## src/rtl/fetch_unit.sv

```systemverilog
// fetch_unit -- instruction-fetch stage of the multi-cycle MIPS core.
//
// Owns the PC and drives the asynchronous instruction ROM's word address.
// It captures the returned word into an IF->ID buffer and hands that buffer
// to decode over a valid/allowin handshake. It also counts delivered
// instructions.
//
// Handshake: an instruction moves into decode on a rising edge where
// if_valid=1 and id_allowin=1. if_valid never drops without such an edge
// unless a redirect (exc_valid / jbr_taken) or reset kills the buffer.
//
// Optional feature macro: FETCH_ADDR_CHECK_EN.
//   Defined:   a misaligned or beyond-ROM fetch sets if_fault and delivers
//              a nop (0) in place of the ROM word.
//   Undefined: if_fault is tied low.
//
// Parameters:
//   RESET_PC   PC loaded on reset
//   ROM_DEPTH  number of implemented 32-bit ROM words (1..256)
//
// Ports:
//   clk, resetn   clock, asynchronous active-low reset
//   inst_addr     ROM word address (pc[9:2])
//   inst          ROM data for inst_addr
//   id_allowin    decode can accept this cycle
//   jbr_taken     branch/jump redirect pulse, target on jbr_target
//   exc_valid     exception/eret redirect pulse, target on exc_pc
//   if_valid      buffer holds a deliverable instruction
//   if_pc         PC of the buffered instruction
//   if_inst       buffered instruction word
//   if_fault      buffered instruction had a fetch address fault
//   fetch_cnt     number of instructions handed to decode
//   dbg_state     current FSM state (0 IDLE, 1 FETCH, 2 HOLD)

module fetch_unit #(
  parameter logic [31:0] RESET_PC  = 32'h0000_0000,
  parameter int          ROM_DEPTH = 110
) (
  input  logic        clk,
  input  logic        resetn,
  output logic [7:0]  inst_addr,
  input  logic [31:0] inst,
  input  logic        id_allowin,
  input  logic        jbr_taken,
  input  logic [31:0] jbr_target,
  input  logic        exc_valid,
  input  logic [31:0] exc_pc,
  output logic        if_valid,
  output logic [31:0] if_pc,
  output logic [31:0] if_inst,
  output logic        if_fault,
  output logic [31:0] fetch_cnt,
  output logic [1:0]  dbg_state
);

  // The ROM address port is 8 bits wide, so no more than 256 words exist.
  if (ROM_DEPTH < 1 || ROM_DEPTH > 256) begin : g_bad_rom_depth
    $error("fetch_unit: ROM_DEPTH must be in 1..256");
  end

  typedef enum logic [1:0] {
    S_IDLE  = 2'd0,
    S_FETCH = 2'd1,
    S_HOLD  = 2'd2
  } state_t;

  state_t      state_q, state_d;
  logic [31:0] pc_q, pc_d;
  logic        valid_q, valid_d;
  logic [31:0] if_pc_q, if_pc_d;
  logic [31:0] if_inst_q, if_inst_d;
  logic        fault_q, fault_d;
  logic [31:0] cnt_q, cnt_d;

  logic        redirect;
  logic [31:0] redirect_pc;
  logic        handshake;
  logic        capture;
  logic        fetch_fault;

  // Exception/eret outranks branch/jump.
  assign redirect    = exc_valid | jbr_taken;
  assign redirect_pc = exc_valid ? exc_pc : jbr_target;

  // The buffer is only ever valid in HOLD; the state term keeps the
  // handshake tied to the FSM.
  assign handshake = (state_q == S_HOLD) & valid_q & id_allowin;

  // A redirect during FETCH kills the fetch in progress, so nothing is
  // captured on that edge.
  assign capture = (state_q == S_FETCH) & ~redirect;

`ifdef FETCH_ADDR_CHECK_EN
  localparam logic [31:0] ROM_WORDS = 32'(ROM_DEPTH);
  assign fetch_fault = (pc_q[1:0] != 2'b00) | ({2'b00, pc_q[31:2]} >= ROM_WORDS);
`else
  assign fetch_fault = 1'b0;
`endif

  // ---------------------------------------------------------------------
  // State register
  // ---------------------------------------------------------------------
  always_ff @(posedge clk or negedge resetn) begin
    if (!resetn) begin
      state_q <= S_IDLE;
    end else begin
      state_q <= state_d;
    end
  end

  // ---------------------------------------------------------------------
  // Next-state logic
  // ---------------------------------------------------------------------
  always_comb begin
    state_d = state_q;
    if (redirect) begin
      state_d = S_FETCH;
    end else begin
      case (state_q)
        S_IDLE:  state_d = S_FETCH;
        S_FETCH: state_d = S_HOLD;
        S_HOLD:  if (handshake) state_d = S_FETCH;
        default: state_d = S_IDLE;
      endcase
    end
  end

  // ---------------------------------------------------------------------
  // Output / datapath next values
  // ---------------------------------------------------------------------
  always_comb begin
    pc_d      = pc_q;
    valid_d   = valid_q;
    if_pc_d   = if_pc_q;
    if_inst_d = if_inst_q;
    fault_d   = fault_q;
    cnt_d     = cnt_q;

    if (capture) begin
      if_pc_d   = pc_q;
      if_inst_d = fetch_fault ? 32'h0000_0000 : inst;
      fault_d   = fetch_fault;
      valid_d   = 1'b1;
    end

    // Decode has consumed the buffer on a handshake edge, so it is counted
    // even when a redirect arrives in the same cycle.
    if (handshake) begin
      cnt_d   = cnt_q + 32'd1;
      pc_d    = pc_q + 32'd4;
      valid_d = 1'b0;
    end

    // Redirect overrides the sequential PC and kills whatever is buffered.
    if (redirect) begin
      pc_d    = redirect_pc;
      valid_d = 1'b0;
    end
  end

  always_ff @(posedge clk or negedge resetn) begin
    if (!resetn) begin
      pc_q      <= RESET_PC;
      valid_q   <= 1'b0;
      if_pc_q   <= 32'h0000_0000;
      if_inst_q <= 32'h0000_0000;
      fault_q   <= 1'b0;
      cnt_q     <= 32'h0000_0000;
    end else begin
      pc_q      <= pc_d;
      valid_q   <= valid_d;
      if_pc_q   <= if_pc_d;
      if_inst_q <= if_inst_d;
      fault_q   <= fault_d;
      cnt_q     <= cnt_d;
    end
  end

  assign inst_addr = pc_q[9:2];
  assign if_valid  = valid_q;
  assign if_pc     = if_pc_q;
  assign if_inst   = if_inst_q;
  assign if_fault  = fault_q;
  assign fetch_cnt = cnt_q;
  assign dbg_state = state_q;

endmodule
```

## config.mk

```make
export PLATFORM = sky130hd
export DESIGN_NAME = fetch_unit
export DESIGN_NICKNAME = d
export VERILOG_FILES = /design/src/rtl/fetch_unit.sv
export SDC_FILE = /design/constraint.sdc
export NUM_CORES = 1
export LEC_CHECK = 0
export CORE_UTILIZATION = 30
export CTS_BUF_LIST = sky130_fd_sc_hd__clkbuf_2
export CTS_CLUSTER_DIAMETER = 30
export CTS_CLUSTER_SIZE = 25
export DETAILED_ROUTE_END_ITERATION = 10
export HOLD_SLACK_MARGIN = 0.1
export PLACE_DENSITY = 0.53
export REMOVE_ABC_BUFFERS = 1
export SYNTH_ARGS = -nofsm -noshare
export SYNTH_HDL_FRONTEND = slang
export SYNTH_SLANG_ARGS = --single-unit
export TNS_END_PERCENT = 30
```

## constraint.sdc

```tcl
create_clock -name clk -period 5.1 [get_ports clk]
set_input_delay 0.51 -clock clk [delete_from_list [all_inputs] [get_ports clk]]
set_output_delay 0.51 -clock clk [all_outputs]
set_load 0.1 [all_outputs]
```

==> impl_metrics.yaml <==
timing:
  period_share_pct: 57.1
  min_period_ns: 2.91
  rsz0062_at_grt: "no"
  slew_headroom_pct: 30.5
  layout_setup_ws_ns: 2.19
  worst_pin_slew_ns: 1.04
  hold_viol: 0
  holdWs_ns: 0.401
  finalSetupTns_ns: 0
  max_freq_ghz: 0.344
  slew_viol_final: 0
  skew_ns: 0.0255
  finalSetupViolCount: 0
setup_path:
  worstSetupPathDepth: 1
  cp_cell_sequence: "clkdlybuf4s50_1"
  cp-end-kind: "output pin"
  crit_path_max_fanout: 8
  critical_path_class: "flip-flop to output pin"
  rrSetupSlack_ns: 2.78
  cpPeakStageDelay_ns: 1.19
  reg2reg_from: "dbg_state[1]"
  crit_family: "buffers and inverters"
  worst-path-buf-inv: 1
  worstPathArrival_ns: 2.40
  required_ns: 4.59
  timing.rr.end: "if_inst[1]"
  cp-endpoint: "inst_addr[3]"
  reg2reg_depth: 4
  critPathSlowestCell: "clkdlybuf4s50_1"
  start_kind: "flip-flop"
  crit_start: "pc_q[5]"
grt:
  grt_pass1_wl_um: 28600
  antenna_found_initial: 1
  grt_pass1_vias: 5129
  grt_usage_pct: 17.3
  grt_max_degree: 76
  grt_overflow_total: 0
detailed_routing:
  dr.pass1.iters: 4
  drtIter0Drc: 244
  drc: 0
  ant_nets: 0
  wl_um: 17500
  avgRoutedWirePerCell_um: 16.9
  avgViaCountPerCell: 4.90
  vias: 5064
placement:
  hpwl_um: 12700
  pre_cts_ws_ns: 1.79
  gp_congestion: 0.830
  placed_cell_area_um2: 8490
  port_buffers: 207
finish:
  fin_util_pct: 43.2
  final_nets: 854
  final_area_um2: 8780
  layout-drive-gt1-share_pct: 13.8
  area_delta_synth_final_pct: 41.1
synthesis:
  synth.distinct_cells: 55
  synth-seq-area-share_pct: 52.7
  synthFlopType: "dfrtp_1"
  synthArstFlopShare_pct: 100
  netlist_area_um2: 6220
  yosysWarnings: 0
  synth_seq_cells: 131
  synth-edff-count: 0
  netlist_instances: 552
  avgSynthCellArea_um2: 11.3
power_and_ir_drop:
  leakagePower_nw: 3.60
  powerDensity_nw_per_um2: 394
  vdd_drop_max_uv: 260
cts:
  numCtsBuffers: 17
  post_cts_resized: 0
  path_clk_slew_ns: 0.19
  root_buffer: "clkbuf_2"
  cts_tree: "done"
  clock_sinks: 131
  cts.htree.levels: 4
  post_cts_buffers: 0
  clock_latency_ns: 0.68
  ctsLongestPathBuffers: 2
floorplan:
  std_cell_rows: 52
  die_area_um2: 21300
  initial_utilization_pct: 30.7
  io_pins: 209
  chipHeight_um: 146
  die_w_um: 146
  coreArea_um2: 20300
min_path:
  hold_path.class: "input pin to flip-flop"
run_status:
  status: "finished, final reports clean"
run:
  max_cap_viol_count: 0
-- where the power goes --
part	switching (mW)	internal, mW	total [mW]
Combinational	1.08	0.389	1.46
Sequential	0.104	1.17	1.28
Clock	0.403	0.316	0.719
Total	1.58	1.88	3.46
-- area by class of cell --
cell class / instances / area (µm²)
inverters: 8 / 30.0
flip-flops and latches: 131 / 3280
clock inverters: 14 / 189
fillers: 1935 / 11500
diodes: 1 / 2.50
repair buffers: 216 / 2140
clock buffers: 17 / 85.1
multi-input cells: 377 / 2710
well taps: 270 / 338
-- worst min-delay path by stage --
stage	cells after the start	startpoint	to	slack (ns)
2_1_floorplan	0	resetn	dbg_state[0]	0.21
3_3_place_gp	1	fetch_cnt[31]	fetch_cnt[31]	0.46
3_5_place_dp	1	fetch_cnt[31]	fetch_cnt[31]	0.46
4_1_cts	3	exc_pc[1]	pc_q[1]	0.31
5_1_grt	3	exc_pc[1]	pc_q[1]	0.28
6_report	3	exc_pc[0]	pc_q[0]	0.40
-- cell families (layout without fill, tap and decap cells) --
logic type               count (synthesis)  after routing  share of synthesized area [%]
flip-flops                             131            131                           52.7
multiplexers                            66             66                           11.9
adder cells (fa/ha/maj)                  2              2                          0.402
AND/OR/NAND/NOR                        157            157                           13.8
other                                    1              2                         0.0603
XOR/XNOR                                34             34                           4.79
buffers and inverters                   44            255                           3.90
AO/OA/AOI/OAI                          117            117                           12.5
-- cell usage after synthesis, types with 10 or more instances --
| master | instances | area share, % |
|---|---|---|
| a21oi_1 | 34 | 2.7 |
| a22o_1 | 10 | 1.4 |
| a22oi_1 | 18 | 2.2 |
| and3_1 | 15 | 1.5 |
| buf_2 | 11 | 0.88 |
| buf_4 | 15 | 1.8 |
| dfrtp_1 | 131 | 53 |
| mux2_1 | 10 | 1.8 |
| mux2_2 | 54 | 9.8 |
| nand2_1 | 38 | 2.3 |
| nand3_1 | 18 | 1.4 |
| nand4_1 | 19 | 1.9 |
| nor2_1 | 25 | 1.5 |
| nor3_1 | 10 | 0.80 |
| o21ai_0 | 22 | 1.8 |
| xnor2_1 | 26 | 3.7 |
-- sequential cells by signal, indices dropped and copies added (netlist names) --
name       flops
dbg_state      2
pc_q          32
fetch_cnt     32
if_inst       32
if_pc         32
if_valid       1
-- timing repair --
item / in CTS / in global routing
endpoints found under the setup margin: 0 / 0
hold buffers: 1 / 0
endpoints found under the hold margin: 74 / 0
-- cells in the final DEF, fill, tap and decap left out, types with 10 or more instances in the layout --
cell and count:
clkdlybuf4s50_1 206, dfrtp_1 131, mux2_2 54, nand2_1 38, a21oi_1 34, xnor2_1 26, nor2_1 24, o21ai_0 22
nand4_1 19, nand3_1 18, a22oi_1 18, clkbuf_2 17, and3_1 15, mux2_1 10, nor3_1 10, a22o_1 10
-- metal layers --
metal | wire length [µm] | track usage (%) | vias to the layer above
li1 | - | - | 2410
met1 | 7940 | 23.4 | 2472
met2 | 8200 | 27.2 | 177
met3 | 1210 | 4.91 | 5
met4 | 113 | 4.27 | 0
met5 | 0 | 0 | -
-- per-stage QoR --
stage,power [mW],std cells
floorplan,2.34,516
global placement,2.76,1001
detailed placement,2.77,1001
CTS,3.51,1033
global route,3.61,1034
finish,3.46,1034
Power figures use the tool's default switching activity.
